File: src/rtl/alu_issue_queue.sv
`default_nettype none
// ============================================================================
// Module   : alu_issue_queue
// Purpose  : Request FIFO, registered issue stage (S1) and result register
//            (S2) feeding a 2-bit combinational ALU. Keeps saturating counts
//            of failed (ok=0) and overflowed results.
// Ports    : clk, rst            - clock, asynchronous active-high reset
//            in_valid/in_ready   - request handshake; in_ready = !full
//            in_instr, in_data*  - request payload
//            instruction, data*  - registered operands to the ALU
//            alu_*               - combinational ALU response
//            res_valid/res_ready - result handshake
//            res_*               - captured ALU response
//            err_count/ovf_count - saturating statistics
//            busy                - any work queued or in flight
// Revision : 1.0 - initial release
// ============================================================================
module alu_issue_queue #(
    parameter int DEPTH = 4,
    parameter int CNT_W = 8
) (
    input  logic             clk,
    input  logic             rst,
    // request side
    input  logic             in_valid,
    output logic             in_ready,
    input  logic [7:0]       in_instr,
    input  logic [1:0]       in_data0,
    input  logic [1:0]       in_data1,
    // ALU-facing operands
    output logic [7:0]       instruction,
    output logic [1:0]       data0,
    output logic [1:0]       data1,
    // ALU response
    input  logic             alu_ok,
    input  logic             alu_ovf,
    input  logic [1:0]       alu_out0,
    input  logic [1:0]       alu_out1,
    input  logic [7:0]       alu_instr_out,
    // result side
    output logic             res_valid,
    input  logic             res_ready,
    output logic [7:0]       res_instr,
    output logic [1:0]       res_out0,
    output logic [1:0]       res_out1,
    output logic             res_ok,
    output logic             res_ovf,
    // statistics / status
    output logic [CNT_W-1:0] err_count,
    output logic [CNT_W-1:0] ovf_count,
    output logic             busy
);

    localparam int                c_ADDR_W  = (DEPTH > 1) ? $clog2(DEPTH) : 1;
    localparam int                c_ENTRY_W = 12;
    localparam logic [c_ADDR_W:0] c_FULL    = (c_ADDR_W + 1)'(DEPTH);
    localparam logic [CNT_W-1:0]  c_CNT_MAX = {CNT_W{1'b1}};

    // FIFO storage and pointers
    logic [c_ENTRY_W-1:0] r_mem [DEPTH];
    logic [c_ADDR_W-1:0]  r_wptr;
    logic [c_ADDR_W-1:0]  r_rptr;
    logic [c_ADDR_W:0]    r_count;

    // S1 issue register
    logic                 r_s1_valid;
    logic [7:0]           r_instruction;
    logic [1:0]           r_data0;
    logic [1:0]           r_data1;

    // S2 result register
    logic                 r_res_valid;
    logic [7:0]           r_res_instr;
    logic [1:0]           r_res_out0;
    logic [1:0]           r_res_out1;
    logic                 r_res_ok;
    logic                 r_res_ovf;

    logic [CNT_W-1:0]     r_err_count;
    logic [CNT_W-1:0]     r_ovf_count;

    logic                 w_full;
    logic                 w_empty;
    logic                 w_push;
    logic                 w_pop;
    logic                 w_s2_free;
    logic                 w_s1_adv;
    logic                 w_s1_can_load;

    // Ready depends only on the registered count, so a pop in the same cycle
    // never opens a combinational path from res_ready to in_ready.
    assign w_full        = (r_count == c_FULL);
    assign w_empty       = (r_count == '0);
    assign w_push        = in_valid && !w_full;
    assign w_s2_free     = !r_res_valid || res_ready;
    assign w_s1_adv      = r_s1_valid && w_s2_free;
    assign w_s1_can_load = !r_s1_valid || w_s1_adv;
    assign w_pop         = !w_empty && w_s1_can_load;

    // Storage is not reset: entries are only observable through the count.
    always_ff @(posedge clk) begin
        if (w_push) begin
            r_mem[r_wptr] <= {in_instr, in_data0, in_data1};
        end
    end

    // Pointers wrap naturally because DEPTH is a power of two.
    always_ff @(posedge clk or posedge rst) begin
        if (rst) begin
            r_wptr  <= '0;
            r_rptr  <= '0;
            r_count <= '0;
        end else begin
            if (w_push) begin
                r_wptr <= r_wptr + c_ADDR_W'(1);
            end
            if (w_pop) begin
                r_rptr <= r_rptr + c_ADDR_W'(1);
            end
            case ({w_push, w_pop})
                2'b10:   r_count <= r_count + (c_ADDR_W + 1)'(1);
                2'b01:   r_count <= r_count - (c_ADDR_W + 1)'(1);
                default: r_count <= r_count;
            endcase
        end
    end

    // S1: loads on a pop; when it drains without a refill the ALU is given
    // an all-zero idle op so its inputs do not carry a stale request.
    always_ff @(posedge clk or posedge rst) begin
        if (rst) begin
            r_s1_valid    <= 1'b0;
            r_instruction <= 8'h00;
            r_data0       <= 2'd0;
            r_data1       <= 2'd0;
        end else if (w_pop) begin
            r_s1_valid                         <= 1'b1;
            {r_instruction, r_data0, r_data1}  <= r_mem[r_rptr];
        end else if (w_s1_adv) begin
            r_s1_valid    <= 1'b0;
            r_instruction <= 8'h00;
            r_data0       <= 2'd0;
            r_data1       <= 2'd0;
        end
    end

    // S2: captures the ALU response for the op currently held in S1.
    always_ff @(posedge clk or posedge rst) begin
        if (rst) begin
            r_res_valid <= 1'b0;
            r_res_instr <= 8'h00;
            r_res_out0  <= 2'd0;
            r_res_out1  <= 2'd0;
            r_res_ok    <= 1'b0;
            r_res_ovf   <= 1'b0;
        end else if (w_s1_adv) begin
            r_res_valid <= 1'b1;
            r_res_instr <= alu_instr_out;
            r_res_out0  <= alu_out0;
            r_res_out1  <= alu_out1;
            r_res_ok    <= alu_ok;
            r_res_ovf   <= alu_ovf;
        end else if (res_ready) begin
            r_res_valid <= 1'b0;
        end
    end

    // Counters step only on a definite 0/1 status; an unknown status leaves
    // them untouched because the comparisons below are not true for X.
    always_ff @(posedge clk or posedge rst) begin
        if (rst) begin
            r_err_count <= '0;
            r_ovf_count <= '0;
        end else if (w_s1_adv) begin
            if ((alu_ok == 1'b0) && (r_err_count != c_CNT_MAX)) begin
                r_err_count <= r_err_count + CNT_W'(1);
            end
            if ((alu_ovf == 1'b1) && (r_ovf_count != c_CNT_MAX)) begin
                r_ovf_count <= r_ovf_count + CNT_W'(1);
            end
        end
    end

    assign in_ready    = !w_full;
    assign instruction = r_instruction;
    assign data0       = r_data0;
    assign data1       = r_data1;
    assign res_valid   = r_res_valid;
    assign res_instr   = r_res_instr;
    assign res_out0    = r_res_out0;
    assign res_out1    = r_res_out1;
    assign res_ok      = r_res_ok;
    assign res_ovf     = r_res_ovf;
    assign err_count   = r_err_count;
    assign ovf_count   = r_ovf_count;
    assign busy        = !w_empty || r_s1_valid || r_res_valid;

endmodule
`default_nettype wire

File: config.mk
export PLATFORM = sky130hd
export DESIGN_NAME = alu_issue_queue
export DESIGN_NICKNAME = d
export VERILOG_FILES = /design/src/rtl/alu_issue_queue.sv
export SDC_FILE = /design/constraint.sdc
export NUM_CORES = 1
export LEC_CHECK = 0
export CAP_MARGIN = 40
export CORE_AREA = 2 2 146 91
export DETAILED_ROUTE_END_ITERATION = 10
export DIE_AREA = 0 0 148 93
export SLEW_MARGIN = 0
export SYNTH_ARGS = -nofsm -noshare
export SYNTH_HDL_FRONTEND = slang
export SYNTH_SLANG_ARGS = --single-unit
File: constraint.sdc
create_clock -name clk -period 2 [get_ports clk]
set_input_delay 0.4 -clock clk [delete_from_list [all_inputs] [get_ports clk]]
set_output_delay 0.4 -clock clk [all_outputs]
set_load 0.005 [all_outputs]
# Yosys cells after proc, flatten, opt, wreduce, memory -nomap -nowiden
# Memory sizes are Yosys's and may differ from the RTL's.
# Index checks and enable logic that the tools add are counted.
[word_totals]
wordCells = 59
ram_bits = 48
n_memories = 1
in_bits = 30
output_inout_bits = 45
ff_bits = 51
[mem_list]
columns = ["name", "words", "word_bits", "read_ports", "rd_clocked_by_memory_dff", "write_ports", "line", "rtl"]
rows = [
  ["r_mem", 4, 12, 1, 0, 1, "60", "logic [c_ENTRY_W-1:0] r_mem [DEPTH];"],
]
[classes]
reduce_logical = 19
eq_ne = 5
bitwise = 1
n_mux = 12
addsub = 6
[op_table]
columns = ["op", "count"]
rows = [
  ["$add 8x1->8 const B", 2],
  ["$mux 8", 2],
  ["$ne 8x8->1 const B", 2],
  ["$mux 1", 6],
  ["$mux 2", 3],
  ["$pmux 3 s2", 1],
  ["$reduce_bool 2->1", 3],
  ["$logic_and 1x1->1", 5],
  ["$add 2x1->2 const B", 2],
  ["$logic_not 1->1", 4],
  ["$logic_or 1x1->1", 4],
  ["$reduce_and 2->1", 2],
  ["$add 3x1->3 const B", 1],
  ["$eq 3x3->1 const B", 1],
  ["$logic_not 3->1", 1],
  ["$sub 3x1->3 const B", 1],
  ["$eq 2x1->1 const B", 1],
  ["$eq 2x2->1 const B", 1],
  ["$not 1->1", 1],
]

# Depth between registers and ports, before layout
[logic_depth]
ltp_word = 7
ltp_mapped = 9
ltp_nobuf = 9

# Least setup slack after synthesis
# OpenSTA, ideal clock, no wires.
[synth_path]
path_type = "input port to flip-flop"
startpoint = "input port res_ready"
endpoint = "register r_count[1]"
path_slack_ps = -24
required_time_ps = 1875
arrival_time_ps = 1899
setup_ps = 125
n_path_buf = 1
cell_stages = 6
cell_sequence = "and2b_1 > a21oi_2 > buf_4 > ha_1 > fa_1 > mux2_2"
[synth_via]
elab_chain_cells = 6
elab_cells_between_ends = 8
classes_between = "2 x eq/ne; 1 x mux; 5 x reduce/logical"
[synth_rtl]
columns = ["item", "line", "rtl"]
rows = [
  ["start, declared", "42", "input logic res_ready,"],
  ["$logic_or 1x1->1 *", "95", "assign w_s2_free = !r_res_valid || res_ready;"],
  ["$logic_and 1x1->1 *", "96", "assign w_s1_adv = r_s1_valid && w_s2_free;"],
  ["$logic_or 1x1->1 *", "97", "assign w_s1_can_load = !r_s1_valid || w_s1_adv;"],
  ["$logic_and 1x1->1 *", "98", "assign w_pop = !w_empty && w_s1_can_load;"],
  ["net w_pop", "85", "logic w_pop;"],
  ["$eq 2x1->1 or $eq 2x2->1 (tied branches)", "120", "case ({w_push, w_pop})"],
  ["$pmux 3 s2 or $reduce_bool 2->1 (tied branches)", "n/a", ""],
  ["end signal, assigned", "121", "2'b10: r_count <= r_count + (c_ADDR_W + 1)'(1);"],
  ["end signal, assigned", "122", "2'b01: r_count <= r_count - (c_ADDR_W + 1)'(1);"],
  ["end signal, assigned", "123", "default: r_count <= r_count;"],
  ["end, declared", "63", "logic [c_ADDR_W:0] r_count;"],
]
# The timed path passes the listed nets; every way through them passes the cells marked *.
# A chain may end at the register's enable or synchronous reset.

# Worst setup path in the final report
[layout_path]
startpoint = "register r_count[1]"
endpoint = "output port busy"
[layout_via]
elab_chain_cells = 4
[layout_rtl]
columns = ["item", "line", "rtl"]
rows = [
  ["$logic_not 3->1", "93", "assign w_empty = (r_count == '0);"],
  ["$logic_not 1->1", "196", "assign busy = !w_empty || r_s1_valid || r_res_valid;"],
  ["$logic_or 1x1->1 (2 in a row)", "196", ""],
  ["end, declared", "51", "output logic busy"],
]
# No other way between the ends.

==> results.sh <==
export IMPL_total_power_mw=7.62
export IMPL_fillers=1135
export IMPL_syn_nets=278
export IMPL_area_growth_pct=37.5
export IMPL_worstMarginPinSlew_ns=0.654
export IMPL_ir_drop_uv=455
export IMPL_crit_path_start_kind="flip-flop"
export IMPL_hp_class="input port to async pin"
export IMPL_slew_violations=0
export IMPL_wl_met3_um=405
export IMPL_fin_skew_ns=0.00642
export IMPL_fp_coreArea_um2=12500
export IMPL_n_antenna_cell=0
export IMPL_via_count=2386
export IMPL_hold_violations=0
export IMPL_pin_count=75
export IMPL_insertion_delay_ns=0.34
export IMPL_root_buffer="clkbuf_16"
export IMPL_crit_path_max_fanout=2
export IMPL_yosysUniqueCellTypes=46
export IMPL_fmax_mhz=512
export IMPL_cts_tree="yes"
export IMPL_yosys_warnings=0
export IMPL_max_slew_margin_rel=0.564
export IMPL_grt_start_max_net_pins=19
export IMPL_synth_area_leaders="edfxtp_1, dfrtp_1, mux2_2"
export IMPL_maxCapViolations=0
export IMPL_grt_pass1_vias=2455
export IMPL_synthCells=240
export IMPL_clockBufferDepth=2
export IMPL_p_leak_nw=2.15
export IMPL_grt_pass1_wl_um=13100
export IMPL_gp_congestion=0.784
export IMPL_cts_max_level=3
export IMPL_syn_area_um2=4020
export IMPL_dr_wl_met2_um=3790
export IMPL_outcome="finished clean"
export IMPL_gr_total_overflow=0
export IMPL_rsz0062_at_grt="true"
export IMPL_numCtsBuffers=9
export IMPL_drt_iter0_markers=98
export IMPL_finalCritPeriodShare=0.976
export IMPL_post_dp_hpwl_um=5690
export IMPL_die_h_um=93
export IMPL_fin_area_um2=5530
export IMPL_highest_layer="met4"
export IMPL_final_nets=385
export IMPL_final_common_cell="clkdlybuf4s50_1"
export IMPL_clkSinkCount=99
export IMPL_drtAntennaViolNets=0
export IMPL_layout_common_cells="clkdlybuf4s50_1, dfrtp_1, edfxtp_1"
export IMPL_dpl_instance_area_um2=5150
export IMPL_start_util=0.322
export IMPL_routed_via_density=4.57
export IMPL_path_class="flip-flop to output port"
export IMPL_avgSynthCellArea_um2=16.8
export IMPL_worstSetupEndpointType="output port"
export IMPL_dr_pass1_iters=4
export IMPL_postRouteWirelength_um=8110
export IMPL_met1_length_um=3810
export IMPL_dieArea_um2=13800
export IMPL_yosysSeqAreaShare=0.676
export IMPL_synth_top_area_frac=0.358
export IMPL_path_clk_slew_ns=0.07
export IMPL_critPathRequiredTime_ns=1.60
export IMPL_grt_use_total=0.127
export IMPL_yosysTopAreaCell="edfxtp_1"
export IMPL_drive_above_1_share=0.244
export IMPL_ys_ff_latch=99
export IMPL_wl_per_cell_um=15.5
export IMPL_power_density_nw_per_um2=1380
export IMPL_portBuffers=74
export IMPL_finalSetupViolCount=0
export IMPL_rows=32
export IMPL_fp_dieW_um=148
export IMPL_drc=0
export IMPL_min_period_ns=1.95
export IMPL_antenna_found_initial=0
export IMPL_cp_data_arrival_time_ns=1.55
==> final timing paths <==
check	to	slack [ns]	startpoint	depth (start not counted)
max	busy	0.05	r_count[1]$_DFFE_PP0P_	3
min	res_out0[0]$_DFFE_PP0P_	0.33	rst	2
max reg2reg	r_count[1]$_DFFE_PP0P_	0.06	r_count[1]$_DFFE_PP0P_	9
min reg2reg	res_ovf$_DFFE_PP0P_	0.48	res_ovf$_DFFE_PP0P_	1
max in group asynchronous	instruction[0]$_DFFE_PP0P_	1.21	rst	3
min in group clk	res_ovf$_DFFE_PP0P_	0.48	res_ovf$_DFFE_PP0P_	1
==> stage by stage <==
| stage | setup TNS, ns | hold WS, ns | cells | util | worst slack, ns |
|---|---|---|---|---|---|
| finish | 0 | 0.331 | 522 | 0.443 | 0.0481 |
| global route | -0.0600 | 0.345 | 522 | 0.443 | -0.0359 |
| CTS | -0.0500 | 0.324 | 521 | 0.441 | -0.0423 |
| detailed placement | -0.527 | 0.477 | 502 | 0.412 | -0.296 |
| global placement | -0.416 | 0.462 | 502 | 0.412 | -0.217 |
| floorplan | 0 | 0.474 | 240 | - | 0.00361 |
==> state kept, by name, indices dropped and copies added, names as in the netlist, 3 cells and up <==
| name | count |
|---|---|
| res_instr | 8 |
| r_mem | 48 |
| instruction | 8 |
| ovf_count | 8 |
| r_count | 3 |
| err_count | 8 |
==> cells in the mapped netlist (all sizes together) <==
cell,count
dfrtp,51
edfxtp,48
mux2,20
nand2,13
a22o,12
mux4,12
nor2,9
nand3,8
buf,7
ha,7
xnor2,7
and3,5
inv,5
xor2,4
a21oi,3
nand2b,3
nor3,3
and2,2
and4,2
and4b,2
mux2i,2
o21ai,2
or3,2
a21o,1
a2bb2oi,1
a311oi,1
a31oi,1
a41oi,1
and2b,1
fa,1
nand3b,1
nand4,1
nor2b,1
o21a,1
==> layer usage <==
layer	global-route usage	vias to the layer above
met2	0.192	46
met1	0.171	1206
met4	0.0381	0
met3	0.0463	10
li1	-	1124
met5	0	-
==> report_power, final <==
group | switching [mW] | total [mW] | internal, mW | leakage, nW
Clock | 0.734 | 1.83 | 1.09 | 0.157
Combinational | 1.03 | 2.64 | 1.62 | 0.949
Sequential | 0.381 | 3.14 | 2.76 | 1.05
Total | 2.14 | 7.62 | 5.47 | 2.15
==> worst max-delay path, cell delays in order (launching register included) <==
cell and delay [ns]:
dfrtp_1 0.38, or3_4 0.39, or3_1 0.32, buf_2 0.13
==> timing repair <==
| item | in CTS | in global routing |
|---|---|---|
| pin swaps | 5 | 2 |
| gates cloned | 0 | 0 |
| setup endpoints to repair | 2 | 4 |
| gates resized for setup | 12 | 5 |
| buffers inserted | 3 | 1 |
| hold buffers | 0 | 0 |
==> final cells by class <==
class / count / area, um^2 / area share
timing repair buffer: 103 / 1010 / 0.182
tap: 170 / 213 / 0.0385
sequential: 99 / 2720 / 0.492
inverter: 5 / 21.3 / 0.00385
clock buffer: 9 / 225 / 0.0407
multi-input combinational: 129 / 1250 / 0.227
clock inverter: 7 / 91.3 / 0.0165
==> logic make-up after synthesis <==
| logic type | after synthesis | share of synthesized area |
|---|---|---|
| DFF | 99 | 0.676 |
| and+or+nand+nor | 53 | 0.0728 |
| muxes | 34 | 0.133 |
| AOI/OAI and AO/OA | 23 | 0.0476 |
| buffers and inverters | 12 | 0.0202 |
| xor gates and xnor gates | 11 | 0.0240 |
| adders and majority gates | 8 | 0.0268 |
Power figures use the tool's default switching activity.
